### src/rtl/cnf_stream_driver.sv
// cnf_stream_driver: host-side sequencer for the SAT accelerator evaluation port.
// It keeps the formula in a local literal buffer. On start it replays the buffer
// one literal per cycle: resetCNF/resetClause clear the accelerator, enableClause
// streams the literals and enableCNF folds each clause. After a settle delay it
// samples outCNF and reports the result with a one-cycle done pulse.
module cnf_stream_driver #(
  parameter int DEPTH  = 32,
  parameter int VAR_W  = 5,
  parameter int SETTLE = 2
) (
  input  logic                     clk,
  input  logic                     reset,
  input  logic                     lit_we,
  input  logic [VAR_W+1:0]         lit_data,
  input  logic                     buf_clr,
  input  logic                     start,
  output logic                     busy,
  output logic                     done,
  output logic                     sat_result,
  output logic                     overflow,
  output logic [$clog2(DEPTH):0]   clause_cnt,
  output logic                     resetCNF,
  output logic                     resetClause,
  output logic                     enableClause,
  output logic                     enableCNF,
  output logic [VAR_W-1:0]         varPos,
  output logic                     negCtrl,
  input  logic                     outCNF
);

  localparam int PW = $clog2(DEPTH);
  localparam int CW = PW + 1;
  localparam int SW = $clog2(SETTLE + 1);

  typedef enum logic [2:0] {
    S_IDLE, S_CNF_CLR, S_CL_CLR, S_LIT, S_FOLD, S_SETTLE, S_DONE
  } state_t;

  state_t             state;
  logic [CW-1:0]      count;       // literals held in the buffer
  logic [CW-1:0]      ptr;         // next buffer entry to issue
  logic               clause_end;  // literal on the port closes its clause
  logic [SW-1:0]      settle_cnt;
  logic [VAR_W+1:0]   mem [DEPTH];
  logic [VAR_W+1:0]   cur_lit;
  logic               cur_end;

  // The entry at ptr, and whether it closes a clause (explicit last bit or end of buffer).
  assign cur_lit = mem[ptr[PW-1:0]];
  assign cur_end = cur_lit[VAR_W+1] || (ptr == count - CW'(1));

  // Buffer occupancy and the sticky overflow flag; the host can only edit while idle.
  // NOTE: sequential state is always assigned with <= so every flop samples pre-edge values.
  always_ff @(posedge clk or posedge reset) begin
    if (reset) begin
      count    <= '0;
      overflow <= 1'b0;
    end else if (state == S_IDLE) begin
      if (buf_clr) begin
        count    <= '0;
        overflow <= 1'b0;
      end else if (lit_we) begin
        if (count == CW'(DEPTH)) overflow <= 1'b1;
        else                     count    <= count + CW'(1);
      end
    end
  end

  // Literal storage written at index count.
  // NOTE: the array has no reset; count alone decides which entries are valid.
  always_ff @(posedge clk) begin
    if (state == S_IDLE && lit_we && !buf_clr && count != CW'(DEPTH))
      mem[count[PW-1:0]] <= lit_data;
  end

  // Sequencer FSM. Each output is registered with the value for the state being entered.
  always_ff @(posedge clk or posedge reset) begin
    if (reset) begin
      state        <= S_IDLE;
      ptr          <= '0;
      clause_end   <= 1'b0;
      settle_cnt   <= '0;
      busy         <= 1'b0;
      done         <= 1'b0;
      sat_result   <= 1'b0;
      clause_cnt   <= '0;
      resetCNF     <= 1'b0;
      resetClause  <= 1'b0;
      enableClause <= 1'b0;
      enableCNF    <= 1'b0;
      varPos       <= '0;
      negCtrl      <= 1'b0;
    end else begin
      done <= 1'b0;
      case (state)
        S_IDLE: begin
          resetCNF     <= 1'b1;
          resetClause  <= 1'b1;
          enableClause <= 1'b0;
          enableCNF    <= 1'b0;
          if (start) begin
            clause_cnt <= '0;
            if (count == '0) begin
              sat_result <= 1'b1;  // an empty conjunction is true
              done       <= 1'b1;
              state      <= S_DONE;
            end else begin
              busy        <= 1'b1;
              ptr         <= '0;
              resetCNF    <= 1'b0;
              resetClause <= 1'b0;
              state       <= S_CNF_CLR;
            end
          end
        end
        S_CNF_CLR: begin
          resetCNF <= 1'b1;
          state    <= S_CL_CLR;
        end
        S_CL_CLR: begin
          resetClause  <= 1'b1;
          enableClause <= 1'b1;
          varPos       <= cur_lit[VAR_W-1:0];
          negCtrl      <= cur_lit[VAR_W];
          clause_end   <= cur_end;
          ptr          <= ptr + CW'(1);
          state        <= S_LIT;
        end
        S_LIT: begin
          if (clause_end) begin
            enableClause <= 1'b0;
            enableCNF    <= 1'b1;
            if (clause_cnt != {CW{1'b1}}) clause_cnt <= clause_cnt + CW'(1);
            state        <= S_FOLD;
          end else begin
            varPos     <= cur_lit[VAR_W-1:0];
            negCtrl    <= cur_lit[VAR_W];
            clause_end <= cur_end;
            ptr        <= ptr + CW'(1);
          end
        end
        S_FOLD: begin
          enableCNF <= 1'b0;
          if (ptr < count) begin
            resetClause <= 1'b0;
            state       <= S_CL_CLR;
          end else begin
            settle_cnt <= SW'(SETTLE - 1);
            state      <= S_SETTLE;
          end
        end
        S_SETTLE: begin
          if (settle_cnt == '0) begin
            sat_result <= outCNF;
            done       <= 1'b1;
            busy       <= 1'b0;
            state      <= S_DONE;
          end else begin
            settle_cnt <= settle_cnt - SW'(1);
          end
        end
        S_DONE:  state <= S_IDLE;
        default: state <= S_IDLE;
      endcase
    end
  end

endmodule

### config.mk
export PLATFORM = sky130hd
export DESIGN_NAME = cnf_stream_driver
export DESIGN_NICKNAME = d
export VERILOG_FILES = /design/src/rtl/cnf_stream_driver.sv
export SDC_FILE = /design/constraint.sdc
export NUM_CORES = 1
export LEC_CHECK = 0
export CAP_MARGIN = 10
export CORE_UTILIZATION = 40
export CTS_BUF_LIST = sky130_fd_sc_hd__clkbuf_4 sky130_fd_sc_hd__clkbuf_8
export CTS_CLUSTER_SIZE = 16
export DETAILED_ROUTE_END_ITERATION = 8
export GPL_TIMING_DRIVEN = 0
export SLEW_MARGIN = 20
export SYNTH_ARGS = -nofsm -noshare
export SYNTH_HDL_FRONTEND = slang
export SYNTH_SLANG_ARGS = --single-unit
### constraint.sdc
create_clock -name clk -period 2.7 [get_ports clk]
set_input_delay 0.405 -clock clk [delete_from_list [all_inputs] [get_ports clk]]
set_output_delay 0.405 -clock clk [all_outputs]
set_load 0.01 [all_outputs]
# --- Yosys cells after proc, flatten, opt, wreduce, memory -nomap -nowiden ---
# Memories as Yosys holds them, arrays and structs flattened.
# Index checks and enable logic that the tools add are counted.
word_totals:
  register_bits: 38
  ramBits: 224
  rom_bits: 0
  word_cells: 125
  input_bits: 13
  memories: 1
  latchBits: 0
  output_inout_bits: 20
memory_table:
  columns: ["memory", "depth", "word_bits", "read_ports", "rd_clocked_by_memory_dff", "wr", "line_no", "rtl"]
  rows:
  - ["mem", 32, 7, 1, 0, 1, "44", "logic [VAR_W+1:0] mem [DEPTH];"]
classes:
  n_reduce_logical: 31
  n_addsub: 5
  eq_ne: 20
  n_bitwise: 0
  shifts: 0
  magnitude_cmp: 1
  n_div: 0
  mux: 51
  mul: 0
op_table:
  columns: ["op", "count"]
  rows:
  - ["$mux 6", 9]
  - ["$mux 1", 20]
  - ["$ne 2x2->1 const B", 10]
  - ["$add 6x1->6 const B", 3]
  - ["$pmux 3 s6", 1]
  - ["$pmux 6 s3", 1]
  - ["$reduce_and 4->1", 4]
  - ["$reduce_bool 2->1", 8]
  - ["$mux 3", 5]
  - ["$pmux 1 s2", 7]
  - ["$ne 6x6->1 const B", 2]
  - ["$pmux 6 s2", 1]
  - ["$reduce_and 3->1", 4]
  - ["$pmux 5 s2", 1]
  - ["$reduce_and 2->1", 4]
  - ["$eq 3x2->1 const B", 2]
  - ["$eq 3x3->1 const B", 2]
  - ["$eq 6x6->1", 1]
  - ["$eq 6x6->1 const B", 1]
  - ["$logic_not 6->1", 1]
  - ["$lt 6x6->1", 1]
  - ["$pmux 1 s3", 2]
  - ["$reduce_bool 3->1", 2]
  - ["$sub 6x1->6 const B", 1]
  - ["other kinds (12)", 15]

# --- Longest topological paths before layout ---
depth:
  depth_word: 6
  depth_mapped: 11
  mapped_depth_nobuf: 7

# --- Worst setup path after synthesis ---
# Ideal clock, no wire load.
synth_timing:
  path_kind: "flip-flop to flip-flop"
  from: "reg ptr[0]"
  to: "reg state[2]"
  period_less_slack_ns: 2.381
  arrival_time_ns: 2.257
  setup_slack_ns: 0.319
  path_buffers: 4
  setup_ns: 0.124
  t_required_ns: 2.576
  stages_incl_launch_ff: 12
  cell_sequence: "dfrtp_1 > buf_6 > buf_4 > buf_4 > buf_4 > inv_1 > ha_1 > nor2b_1 > o2111a_1 > o31a_1 > or2_2 > o31a_1"
synth_between:
  elab_chain_cells: 3
synth_lines:
  columns: ["element", "line_no", "rtl"]
  rows:
  - ["start, declared", "41", "logic [CW-1:0] ptr;"]
  - ["start signal, assigned", "126", "ptr <= ptr + CW'(1);"]
  - ["start signal, assigned", "139", "ptr <= ptr + CW'(1);"]
  - ["$lt 6x6->1", "144", "if (ptr < count) begin"]
  - ["$mux 3", "144", null]
  - ["$pmux 3 s6", "95", "case (state)"]
  - ["end signal, assigned", "106", "state <= S_DONE;"]
  - ["end signal, assigned", "146", "state <= S_CL_CLR;"]
  - ["end signal, assigned", "149", "state <= S_SETTLE;"]
  - ["end, declared", "39", "state_t state;"]
# Every way passes these cells.
# A chain may end at the register's enable or synchronous reset.

# --- Worst setup path after layout ---
layout_timing:
  from: "reg count[1]"
  to: "mem mem[13][5] (netlist name), enable pin"
layout_between:
  elab_chain_cells: 4
layout_lines:
  columns: ["element", "line_no", "rtl"]
  rows:
  - ["start, declared", "40", "logic [CW-1:0] count;"]
  - ["start signal, assigned", "64", "else count <= count + CW'(1);"]
  - ["$ne 6x6->1", "72", "if (state == S_IDLE && lit_we && !buf_clr && count != CW'(DEPTH))"]
  - ["$logic_and 1x1->1", "72", null]
  - ["$mux 1", "72", null]
  - ["$mux 1 (not written as such)", "73", "mem[count[PW-1:0]] <= lit_data;"]
  - ["end, declared", "44", null]
# Parallel ways exist; a longest one is shown, timed or not.

==> out/results.tsv <==
stage	metric	value	unit
outcome	outcome	complete, no violations	
floorplanning	dieArea	0.0287	sq mm
sta	setup_viol	0	
clock_tree	root_buffer	clkbuf_8	
grt	met2_usage	30.5	%
power	pwr-share-seq	39.0	%
yosys	synthCells	713	
place	io_buffers	32	
power	finalPower	12.5	mW
place	gp_congestion	0.911	
setup_path	critPathArrivalTime	2.93	ns
grt	gr-total-overflow	0	
setup_path	cp-end-kind	flop	
sta	fin_worst_skew	0.0226	ns
floorplanning	die_w	169	microns
setup_path	required	2.98	ns
floorplanning	num_io_pins	33	
grt	grt_pass1_wl	39600	microns
yosys	yosys_most_used_dff	edfxtp_1	
setup_path	path_depth	7	
place	hpwl	17400	microns
setup_path	r2r_slack	0.05	ns
clock_tree	path_clk_slew	0.06	ns
final_layout	drive_gt1_share	21.5	%
sta	max_slew_margin	51.5	%
detailed_routing	drtIter0Drc	755	
floorplanning	die_h	169	microns
floorplanning	core	0.0272	sq mm
sta	hold_viol_final	0	
setup_path	critical_path.cell_chain	inv_1 -> ha_1 -> or4b_4 -> nor2_1 -> and4bb_2 -> nand2_4 -> nor2_4	
detailed_routing	dr.pass1.iters	5	
setup_path	path_buf_inv	1	
final_layout	antenna_cells	0	
yosys	ys_async_sr_fraction	14.5	%
setup_path	rr_worst_depth	7	
final_layout	synthToLayoutAreaGrowth	16.1	%
setup_path	startpoint	count[1]	
clock_tree	clk_latency	0.56	ns
final_layout	finish.utilization	47.8	%
sta	fmax	377	MHz
yosys	synth_cell_types	58	
yosys	netlist_top_cells_area	edfxtp_1 (60%), dfrtp_1 (8.5%), mux4_2 (4.2%)	
yosys	netlist_area	0.0112	sq mm
final_layout	stdcell_count	1191	
power	vdd_drop_max	0.364	mV
yosys	synth-edff-count	224	
yosys	ys_seq_elements	262	
grt	grt-busiest-layer	met2	
power	power_frac_clock	25.2	%
yosys	syn-num-nets	740	
setup_path	critPathMaxFanout	8	
final_layout	nets	816	
worst_hold_path	min_path_type	input port to async pin	
setup_path	start_kind	flop	
sta	finalCritPeriodShare	98.3	%
setup_path	crit_end	mem[13][5]	
final_layout	fillers	2340	
clock_tree	cts_resized	38	
detailed_routing	ant_nets	0	
yosys	yosysMostFrequentCell	edfxtp_1	
sta	slew_violations	0	
detailed_routing	via_per_inst	5.49	
yosys	avgSynthCellArea	15.7	sq um
floorplanning	rows	60	
clock_tree	cts_tree	yes	
yosys	synth_warnings	0	
grt	grtUsageMet3	4.38	%
clock_tree	hold_buffers	0	
flow_run	cap_violations	0	
yosys	synthTopCellsByCount	edfxtp_1 (224), nor2_1 (56), nand2_1 (43)	
yosys	synth_top_cell_area_share	60.1	%
yosys	yosysSeqAreaShare	68.6	%
setup_path	slowest_delay	0.51	ns
detailed_routing	post-route-drc-count	0	
grt	grt_max_degree	33	
setup_path	r2r-end	mem[13][5]	
sta	fin_crit	2.65	ns
power	cellInternalPower	8.15	mW
power	combPwrFrac	35.7	%
grt	grtUsageMet1	24.7	%
place	dp_cells	1118	
clock_tree	clkSinkCount	262	
clock_tree	cts_setup_buffers	0	
setup_path	crit_type	flop to flop	
detailed_routing	vias	6544	
power	p_per_area	961	mW/mm^2
power	power.switching	4.35	mW
detailed_routing	wirelength	26100	microns
clock_tree	h-tree-depth	2	
clock_tree	clk_path_buf_depth	3	
setup_path	cp_top_family	simple AND/OR/NAND/NOR gates	
grt	antenna_found_initial	0	
grt	first_global_vias	6611	
detailed_routing	wl_per_cell	21.9	microns
floorplanning	initial_core_util	41.2	%
power	swShare	34.8	%
power	p_leak	4.30	nW
clock_tree	cts_buffers	42	
setup_path	slowest_stage	or4b_4	
setup_path	r2r-start	count[1]	
sta	rsz0062_at_grt	yes	
yosys	synth_top_cell_by_area	edfxtp_1	
grt	track_usage	18.7	%
sta	timing_worst_slew_pin_value	0.727	ns
==> registers in the layout, summed over array words and instances (netlist names), 2 cells and up <==
signal	count
settle_cnt	2
ptr	6
varPos	5
mem	224
count	6
state	3
clause_cnt	6
==> logic make-up after synthesis <==
kind of cell               after synthesis  share of synthesized area (%)
DFF                                    262                           68.6
and+or+nand+nor                        163                           6.88
AOI/OAI and AO/OA                      137                           7.93
muxes                                   78                           12.1
buffers and inverters                   49                           2.17
adders and majority gates               14                           1.56
xor gates and xnor gates                10                          0.782
==> placed cells by master, fill, tap and decap left out, drive strengths merged, types with 19 or more instances in the layout <==
| master | synthesis | final |
|---|---|---|
| nand2 | 43 | 43 |
| mux4 | 38 | 38 |
| mux2 | 27 | 27 |
| nor2 | 56 | 56 |
| clkinv | 0 | 19 |
| a21oi | 36 | 36 |
| clkdlybuf4s50 | 0 | 25 |
| dfrtp | 38 | 38 |
| buf | 19 | 26 |
| clkbuf | 14 | 67 |
| o21ai | 36 | 36 |
| edfxtp | 224 | 224 |
==> worst reg2reg max path, stage by stage, from the launching register on <==
cell      delay (ns)
dfrtp_1         0.45
inv_1           0.16
ha_1            0.24
or4b_4          0.51
nor2_1          0.17
and4bb_2        0.37
nand2_4         0.33
nor2_4          0.14
==> power groups by stage <==
stage | registers [mW] | logic (mW) | clock network, mW
finish | 4.88 | 4.47 | 3.15
CTS | 4.87 | 4.43 | 3.23
global route | 4.90 | 4.84 | 3.40
floorplan | 4.93 | 2.94 | 0
global placement | 4.95 | 4.32 | 0
detailed placement | 4.95 | 4.38 | 0
==> metrics by stage <==
| stage | hold WS, ns | cell area, sq um | TNS [ns] | worst slack (ns) |
|---|---|---|---|---|
| floorplan | 0.504 | 11200 | 0 | 0.319 |
| global placement | 0.484 | 12000 | -33.95 | -0.206 |
| detailed placement | 0.500 | 12000 | -41.80 | -0.284 |
| CTS | 0.0654 | 12900 | -0.0500 | -0.00905 |
| global route | 0.0822 | 13000 | -8.02 | -0.0855 |
| finish | 0.0770 | 13000 | 0 | 0.0451 |
==> worst min-delay path by stage <==
stage	end	from	slack, ns
finish	overflow	reset	0.08
global route	overflow	reset	0.08
CTS	count[1]	reset	0.07
detailed placement	resetCNF	resetCNF	0.50
global placement	sat_result	sat_result	0.48
floorplan	mem[0][0]	lit_data[0]	0.50
==> area by class of cell <==
type                       instances  area, sq um  area share [%]
buffer                            32          175            1.35
clock buffer                      53          667            5.13
clock inverter                    21          110           0.847
inverter                          16         60.1           0.462
multi-input combinational        402         3540            27.2
sequential                       262         7680            59.1
tap                              372          465            3.58
timing repair buffer              33          305            2.35
==> per-layer routing <==
metal  share of wire [%]  vias to the layer above
met4                 2.9                        0
met1                  43                     3294
li1                    -                     2965
met2                  47                      223
met5                   0                        -
met3                 6.7                       62
Power figures use the tool's default switching activity.
==> RTL change 1 (same flow settings) <==
Encoding of `state_t`: now one-hot (7 bits for 7 states).
--- a/src/rtl/cnf_stream_driver.sv
+++ b/src/rtl/cnf_stream_driver.sv
@@ -32,8 +32,8 @@
   localparam int CW = PW + 1;
   localparam int SW = $clog2(SETTLE + 1);
 
-  typedef enum logic [2:0] {
-    S_IDLE, S_CNF_CLR, S_CL_CLR, S_LIT, S_FOLD, S_SETTLE, S_DONE
+  typedef enum logic [6:0] {
+    S_IDLE = 7'b0000001, S_CNF_CLR = 7'b0000010, S_CL_CLR = 7'b0000100, S_LIT = 7'b0001000, S_FOLD = 7'b0010000, S_SETTLE = 7'b0100000, S_DONE = 7'b1000000
   } state_t;
 
   state_t             state;
Formal check against the unedited RTL: same outputs for any inputs over 10 cycles, from zero or initial values and one cycle with reset high; not proved beyond that.
==> RTL change 1 against the original RTL <==
- setup slack better by 38 ps
- final cell count is 6.2% lower
- critical endpoint is now varPos[3]
- synthesized area is 1.7% lower
- cell area is 0.12% higher
- sequential share of layout area is 0.71 points higher
- wire length is 1.3% lower
- sequential cell count is 4 higher
Power is not compared: it rests on default switching activity, and its combinational part moved more than twofold at a synthesized area within 25%.
==> RTL change 1: results <==
export IMPL_wl_per_cell_um=23.1
export IMPL_status="complete, no violations"
export IMPL_crit_fanout=10
export IMPL_seq_cell_share_pct=59.8
export IMPL_n_clock_buffer=58
export IMPL_cpMaxStageDelayCell="dfrtp_1"
export IMPL_dp_hpwl_um=17300
export IMPL_drt_iter0_markers=589
export IMPL_vias=6308
export IMPL_synth_area_leaders="edfxtp_1, mux4_2, dfrtp_1"
export IMPL_r2r_end="varPos[3]"
export IMPL_multi_input_area_share_pct=25.4
export IMPL_port_buffers=31
export IMPL_signal_buffers=71
export IMPL_place_congestion=0.904
export IMPL_placedCellCount=1037
export IMPL_drive_gt1_share_pct=25.0
export IMPL_fin_skew_ps=25.0
export IMPL_dieArea_um2=28200
export IMPL_placed_area_um2=11800
export IMPL_multi_input_cells=347
export IMPL_nets=776
export IMPL_ys_ff_latch=266
export IMPL_met3_usage_pct=3.20
export IMPL_ys_types=54
export IMPL_place_ws_ps=-594
export IMPL_nonClkBufAreaFrac_pct=4.36
## RTL change 1: kinds of logic after synthesis
logic type | count (synthesis) | share of synthesized area, %
AOI/OAI and AO/OA | 103 | 6.33
xor gates and xnor gates | 7 | 0.557
adders and majority gates | 14 | 1.59
buffers and inverters | 51 | 1.95
DFF | 266 | 70.6
muxes | 76 | 12.3
and+or+nand+nor | 147 | 6.64
## RTL change 1: layer usage
layer / wire, um / vias to the layer above
li1: - / 2810
met1: 11000 / 3203
met2: 12700 / 238
met3: 1420 / 57
met4: 727 / 0
met5: 0 / -
## RTL change 1: power by group through the flow
stage               registers, W  clock network [W]  logic [W]
floorplan                0.00482                  0    0.00129
global placement         0.00483                  0    0.00193
detailed placement       0.00484                  0    0.00197
CTS                      0.00476            0.00359    0.00206
global route             0.00477            0.00377    0.00223
finish                   0.00475            0.00352    0.00206
## RTL change 1: timing repair
item,4_1_cts,5_1_grt
setup endpoints to repair,224,186
gates resized for setup,69,7
pin swaps,1,8
buffers inserted,3,5
==> RTL change 2 (same settings) <==
Without the edit above. `DEPTH`: 32 -> 128.
--- a/src/rtl/cnf_stream_driver.sv
+++ b/src/rtl/cnf_stream_driver.sv
@@ -4,7 +4,7 @@
 // streams the literals and enableCNF folds each clause. After a settle delay it
 // samples outCNF and reports the result with a one-cycle done pulse.
 module cnf_stream_driver #(
-  parameter int DEPTH  = 32,
+  parameter int DEPTH  = 128,
   parameter int VAR_W  = 5,
   parameter int SETTLE = 2
 ) (
Interface: changed (resized clause_cnt); port bits go from 33 to 35. No check against the original RTL was run, so the function may have changed too.
==> RTL change 2 against the original RTL <==
- highest routed layer is now met5
- non-clock buffer count rose by 203
- die area rose to 3.3 times the old value
- critical endpoint is now negCtrl
- critical path depth up 5
- maximum frequency shrank 7.4%
- final cell count rose to 3.1 times the old value
- combinational power grew to 4.0 times the old value
- the flow now finishes with violations (setup timing)
- synthesized area increased to 3.3 times the old value
- total power rose to 3.8 times the old value
- cell area grew to 3.6 times the old value
- setup slack got worse by 210 ps
- wire length rose to 4.8 times the old value
- sequential cell count rose by 678
==> RTL change 2: results <==
export IMPL_status="finished with violations"
export IMPL_violations="setup timing"
export IMPL_async_reset_ff_share_pct=4.68
export IMPL_cpMaxStageDelayCell="mux4_2"
export IMPL_worst_pin_slew_ps=1070
export IMPL_wl_per_cell_um=34.6
export IMPL_fillCellCount=7381
export IMPL_setup_ws_ps=-167
export IMPL_placedCellCount=3264
export IMPL_synth_seq_area_share_pct=74.8
export IMPL_p_sw_share_pct=35.8
export IMPL_clock_latency_ps=840
export IMPL_grt_max_degree=109
export IMPL_drive_gt1_share_pct=37.8
export IMPL_fin_cells=3658
export IMPL_h_tree_depth=4
export IMPL_antenna_found_initial=2
export IMPL_worst_hold_path_type="in -> reg"
export IMPL_place_congestion=0.971
export IMPL_syn_inst=1976
export IMPL_critPathTopFamily="compound AO/OA/AOI/OAI gates"
export IMPL_vias_per_cell=6.09
export IMPL_ir_drop_mv=0.496
export IMPL_nets=2322
export IMPL_r2r_start="ptr[0]"
export IMPL_port_buffers=34
export IMPL_dp_hpwl_um=78500
export IMPL_cts_buffers=155
export IMPL_intPower_w=0.0303
export IMPL_synth_commonest_cells="edfxtp_1, nor2_1, mux4_2"
export IMPL_first_pass_iters=8
export IMPL_fin_skew_ps=34.4
export IMPL_grt_total_usage_pct=26.9
export IMPL_ys_types=59
export IMPL_drt_iter0_markers=3142
export IMPL_synth_edf_count=896
export IMPL_power_leakage_nw=14.9
export IMPL_largest_reg_flops=896
export IMPL_place_ws_ps=-1740
export IMPL_setup_viol=19
export IMPL_synth_area_leaders="edfxtp_1, mux4_2, dfrtp_1"
export IMPL_finalSetupTns_ps=-869
export IMPL_crit_fanout=6
export IMPL_grt_pass1_vias=22000
==> RTL change 2: what timing repair did <==
action / CTS / global route
pin swaps: 38 / 35
buffers inserted: 64 / 44
hold endpoints to repair: 109 / 0
cloned: 6 / 1
hold buffers: 7 / 0
gates resized for setup: 596 / 91
endpoints found under the setup margin: 916 / 790
==> RTL change 2: kinds of logic (layout without fill, tap and decap cells) <==
logic type	after synthesis	in the layout	synth area share, %
muxes	302	302	14.4
and+or+nand+nor	361	361	4.14
xor gates and xnor gates	25	25	0.585
AOI/OAI and AO/OA	210	210	3.91
adders and majority gates	13	13	0.434
buffers and inverters	125	562	1.76
DFF	940	940	74.8
other	0	2	0
==> RTL change 2: final timing paths <==
kind                                 end  depth (start not counted)
min in group asynchronous  clause_cnt[7]                          3
max reg2reg                      negCtrl                         12
min reg2reg                         busy                          1
min                          mem[111][5]                          1
max in group asynchronous         ptr[2]                          4
max                              negCtrl                         12
==> RTL change 2: per-layer routing <==
layer	wire length [um]	GRT usage, %	vias up	share of wire (%)
met5	13	0	-	0.010
met4	6290	13.5	2	5.0
met3	15400	7.89	314	12
met2	56500	39.7	1598	45
met1	48400	36.2	11600	38
li1	-	-	8756	-
==> RTL change 2: final cells by class <==
cell class	count	area (um^2)	share of cell area [%]
Antenna cell	2	5.00	0.0107
Buffer	102	1450	3.10
Clock buffer	200	2510	5.37
Clock inverter	74	536	1.14
Inverter	20	82.6	0.176
Multi-Input combinational cell	911	10500	22.5
Sequential cell	940	28000	59.9
Tap cell	1243	1560	3.32
Timing Repair Buffer	166	2110	4.51
==> RTL change 2: power groups by stage <==
stage	clock network, W	registers (W)	logic [W]
floorplan	0	0.0168	0.00733
global placement	0	0.0169	0.0133
detailed placement	0	0.0168	0.0135
CTS	0.0126	0.0165	0.0165
global route	0.0132	0.0166	0.0183
finish	0.0125	0.0166	0.0180
==> RTL change 2: per-stage QoR <==
stage	area, um^2	util, %	hold slack (ps)
after floorplan	37400	-	504
after global placement	39300	42.7	476
after detailed placement	39700	43.0	494
after CTS	46000	49.9	7.94
after global routing	46800	50.7	40.8
final	46800	50.7	51.1
